File: config.mk
export PLATFORM = sky130hd
export DESIGN_NAME = sign_ext_pipe
export DESIGN_NICKNAME = d
export VERILOG_FILES = /design/src/rtl/sign_ext_pipe.sv
export SDC_FILE = /design/constraint.sdc
export NUM_CORES = 1
export LEC_CHECK = 0
export ABC_AREA = 1
export BUFFER_PORTS_ARGS = -buffer_cell sky130_fd_sc_hd__buf_2
export CAP_MARGIN = 20
export CORE_UTILIZATION = 50
export CTS_CLUSTER_SIZE = 30
export DETAILED_ROUTE_END_ITERATION = 8
export PLACE_DENSITY = 0.72
export SLEW_MARGIN = 20
export SYNTH_ARGS = -nofsm -noshare
export SYNTH_HDL_FRONTEND = slang
export SYNTH_SLANG_ARGS = --single-unit
File: constraint.sdc
create_clock -name i_clk -period 5.13 [get_ports i_clk]
set_input_delay 1.539 -clock i_clk [delete_from_list [all_inputs] [get_ports i_clk]]
set_output_delay 1.539 -clock i_clk [all_outputs]
set_load 0.02 [all_outputs]
File: src/rtl/sign_ext_pipe.sv
// sign_ext_pipe: registered immediate sign/zero extender with valid/ready and a 2-entry skid buffer
module sign_ext_pipe #(
    parameter int N  = 12,
    parameter int M  = 32,
    parameter int LW = $clog2(N + 1)
) (
    input  logic          i_clk,
    input  logic          i_rst,
    input  logic          i_valid,
    output logic          o_ready,
    input  logic [N-1:0]  i_imm,
    input  logic [LW-1:0] i_len,
    input  logic          i_zext,
    output logic          o_valid,
    input  logic          i_ready,
    output logic [M-1:0]  o_ext_imm
);
    localparam logic [1:0] EMPTY = 2'd0;
    localparam logic [1:0] ONE   = 2'd1;
    localparam logic [1:0] TWO   = 2'd2;

    if (N < 2 || M < N) begin : g_bad_cfg
        $error("sign_ext_pipe: invalid parameters (need N >= 2 and M >= N)");
    end

    logic [1:0]    state, next_state;
    logic [M-1:0]  skid, r, imm_m, mask;
    logic [LW-1:0] k;
    logic          acc, xfer, fill;

    assign acc     = i_valid & o_ready;
    assign xfer    = o_valid & i_ready;
    assign o_valid = state != EMPTY;

    // mask selects the k significant bits; everything above is replaced by the fill bit
    always_comb begin
        k     = (i_len == '0 || i_len > LW'(N)) ? LW'(N) : i_len;
        imm_m = M'(i_imm);
        mask  = (M'(1) << k) - M'(1);
        fill  = ~i_zext & |(imm_m & (M'(1) << (k - LW'(1))));
        r     = (imm_m & mask) | (~mask & {M{fill}});
    end

    always_comb begin
        next_state = state;
        if (state == EMPTY)
            next_state = acc ? ONE : EMPTY;
        else if (state == ONE)
            next_state = (acc & ~xfer) ? TWO : (~acc & xfer) ? EMPTY : ONE;
        else
            next_state = xfer ? ONE : TWO;
    end

    always_ff @(posedge i_clk or posedge i_rst) begin
        if (i_rst) begin
            state     <= EMPTY;
            o_ready   <= 1'b0;
            o_ext_imm <= '0;
            skid      <= '0;
        end else begin
            state   <= next_state;
            o_ready <= next_state != TWO;
            if ((state == EMPTY && acc) || (state == ONE && acc && xfer))
                o_ext_imm <= r;
            else if (state == TWO && xfer)
                o_ext_imm <= skid;
            if (state == ONE && acc && !xfer)
                skid <= r;
        end
    end
endmodule

==> flow_metrics.py <==
metrics = {
    "synth": {
        "yosys.area.top_type_share": 0.475,
        "syn-cell-area_um2": 3420,
        "yosysTopAreaCell": "dfrtp_1",
        "yosysUniqueCellTypes": 31,
        "yosys_warnings": 0,
        "synthesis.nets": 464,
        "ys_seq_area_frac": 0.475,
        "synth_edf_count": 0,
        "synthFlopType": "dfrtp_1",
        "synth.avg_cell_area_um2": 7.83,
        "async_flop_share": 1.00,
        "synthTopCellsByArea": "dfrtp_1 (48%), nand2_1 (16%), nand3_1 (7.5%)",
        "ys_ff_latch": 65,
        "postSynthCellCount": 437,
    },
    "final_layout": {
        "layout-drive-gt1-share": 0.205,
        "final_cell_area_um2": 3920,
        "nFillCells": 618,
        "area_delta_synth_final_pct": 14.7,
        "seq_area_um2": 1630,
        "fin_util": 0.607,
        "final_net_count": 520,
        "diodes": 0,
        "multiInputGateArea_um2": 1530,
    },
    "sta": {
        "hold_viol_final": 0,
        "max_freq_mhz": 293,
        "min_period_over_period": 0.666,
        "layout_min_cycle_time_ps": 3420,
        "tns_ps": 0,
        "tightest_slew_ps": 742,
        "fin_skew_ps": 6.55,
        "hold-worst-slack_ps": 476,
        "drv_slew": 0,
        "worst_slew_margin_rel": 0.505,
        "rsz0062_at_grt": "no",
        "setup_viol": 0,
    },
    "grt": {
        "grt_max_degree": 38,
        "grt_antenna_before_repair": 0,
        "grt_pass1_vias": 2789,
        "grt_pass1_wl_um": 13000,
        "grt_usage": 0.234,
        "globalRouteOverflowTotal": 0,
    },
    "clock_network": {
        "htreeDepth": 3,
        "cts_tree": "done",
        "clockBufferDepth": 2,
        "postCtsSetupRepairBufs": 0,
        "worstSkewPairLatency_ps": 340,
        "ctsResizeCount": 0,
        "holdBufCountCts": 0,
        "cts_sinks": 65,
        "clk_pin_slew_worst_paths_ps": 70,
        "root_buffer": "clkbuf_8",
        "cts_made_buffers": 9,
    },
    "placed_design": {
        "placed_cell_area_um2": 3750,
        "gp_congestion": 0.906,
        "hpwl_um": 5590,
        "port-buffer-count": 54,
    },
    "drt": {
        "detail-route-antenna-nets": 0,
        "drt_wl_total_um": 7520,
        "first_pass_iters": 9,
        "drcViolationCount": 2,
        "detail_route.wl_per_cell_um": 13.1,
        "vias": 2978,
        "routed_via_density": 5.18,
        "first_iter_violations": 168,
    },
    "critical_path": {
        "critPathKind": "in2reg",
        "r2r_slack_ps": 2900,
        "worst-path-max-fanout": 11,
        "arrival_ps": 3630,
        "worstSetupEndpointType": "flop",
        "required_ps": 5350,
        "start_kind": "primary input",
    },
    "run_status": {
        "status": "finished with violations",
        "violations": "DRC",
    },
    "die": {
        "chipHeight_um": 84.7,
        "initial_core_util": 0.530,
        "die_w_um": 84.7,
        "core_area_um2": 6460,
        "ioPinCount": 55,
        "die-area_um2": 7180,
        "rows": 29,
    },
    "pwr": {
        "p_leak_uw": 0.00216,
        "ir_drop_v": 0.000296,
        "power.density_nw_per_um2": 521,
    },
    "min_path": {
        "hold_path_class": "reg2reg",
    },
    "flow_run": {
        "max_cap_violations": 0,
    },
}
==> state kept, by name (all words and copies together), names as in the netlist <==
name,count
o_ready,1
o_ext_imm,31
state,2
skid,31
==> Yosys cell counts (2+ instances only) <==
cell and n:
buf_4 2, o211ai_1 13, clkbuf_1 8, o21ai_2 2, nand2_2 2, nor2_4 4
nor2_1 25, o21ai_1 2, or2_2 5, xor2_1 2, ha_1 6, o21ai_0 26
dfrtp_1 65, inv_2 3, nand2_1 144, a21oi_1 6, nand2_4 6, inv_1 46
nand3_1 51, nand4_1 8
==> final cells by class <==
type	count	share of cell area
clock buffer	9	0.0316
tap	77	0.0246
clock inverter	7	0.0118
multi-input combinational	307	0.389
sequential	65	0.415
inverter	51	0.0494
timing repair buffer	59	0.0785
==> power breakdown <==
group / total (uW) / switching [uW] / internal, uW / leakage [uW]
combinational: 833 / 553 / 280 / 0.00125
clock: 373 / 199 / 174 / 0.0000814
sequential: 838 / 97.3 / 740 / 0.000831
total: 2040 / 849 / 1190 / 0.00216
==> stage by stage <==
| stage | setup WS [ps] | total power (uW) | cells |
|---|---|---|---|
| 2_1_floorplan | 1770 | 1440 | 437 |
| 4_1_cts | 1730 | 2070 | 575 |
| 3_3_place_gp | 1400 | 1670 | 559 |
| 5_1_grt | 1460 | 2220 | 575 |
| 6_report | 1710 | 2040 | 575 |
| 3_5_place_dp | 1360 | 1680 | 559 |
==> per-layer routing <==
metal | global-route usage | up-vias | part of all wire
li1 | - | 1508 | -
met1 | 0.310 | 1383 | 0.46
met2 | 0.378 | 79 | 0.49
met3 | 0.0649 | 8 | 0.046
met4 | 0.0663 | 0 | 0.0098
met5 | 0 | - | 0
==> logic make-up after synthesis <==
logic type	count (synthesis)	synth area share
and+or+nand+nor	249	0.334
buffers and inverters	65	0.0779
DFF	65	0.475
AOI/OAI and AO/OA	49	0.0834
adders and majority gates	6	0.0219
xor gates and xnor gates	3	0.00768
==> worst max-delay path, cell delays in order <==
cell,delay (ps)
buf_2,140
inv_1,220
ha_1,230
inv_1,60
nand2_1,100
nand2_4,100
nand2_4,120
nor2_4,50
nand3_1,70
nand2_1,50
nor2_1,140
nand3_2,260
nand2_4,200
nor2_4,50
inv_1,180
o21ai_0,120
==> layout by cell type (no fill, tap or decap), types with 6 or more instances in the layout <==
cell,synthesis,layout
a21oi_1,6,6
buf_2,1,54
clkbuf_8,0,9
dfrtp_1,65,65
ha_1,6,6
inv_1,46,45
nand2_1,144,144
nand2_4,6,6
nand3_1,51,51
nand4_1,8,8
nor2_1,25,25
o211ai_1,13,13
o21ai_0,26,26
==> final timing paths <==
check | cells after the start | endpoint | start
hold reg to reg | 2 | o_ext_imm[10]$_DFFE_PP0P_ | o_ext_imm[10]$_DFFE_PP0P_
setup / recovery | 16 | skid[24]$_DFFE_PP0P_ | i_len[3]
setup reg to reg | 10 | o_ext_imm[20]$_DFFE_PP0P_ | state[0]$_DFF_PP0_
hold / removal | 2 | o_ext_imm[10]$_DFFE_PP0P_ | o_ext_imm[10]$_DFFE_PP0P_
min in group asynchronous | 2 | o_ext_imm[26]$_DFFE_PP0P_ | i_rst
max in group asynchronous | 3 | skid[9]$_DFFE_PP0P_ | i_rst
No activity file was read; power rests on OpenSTA's default activity.
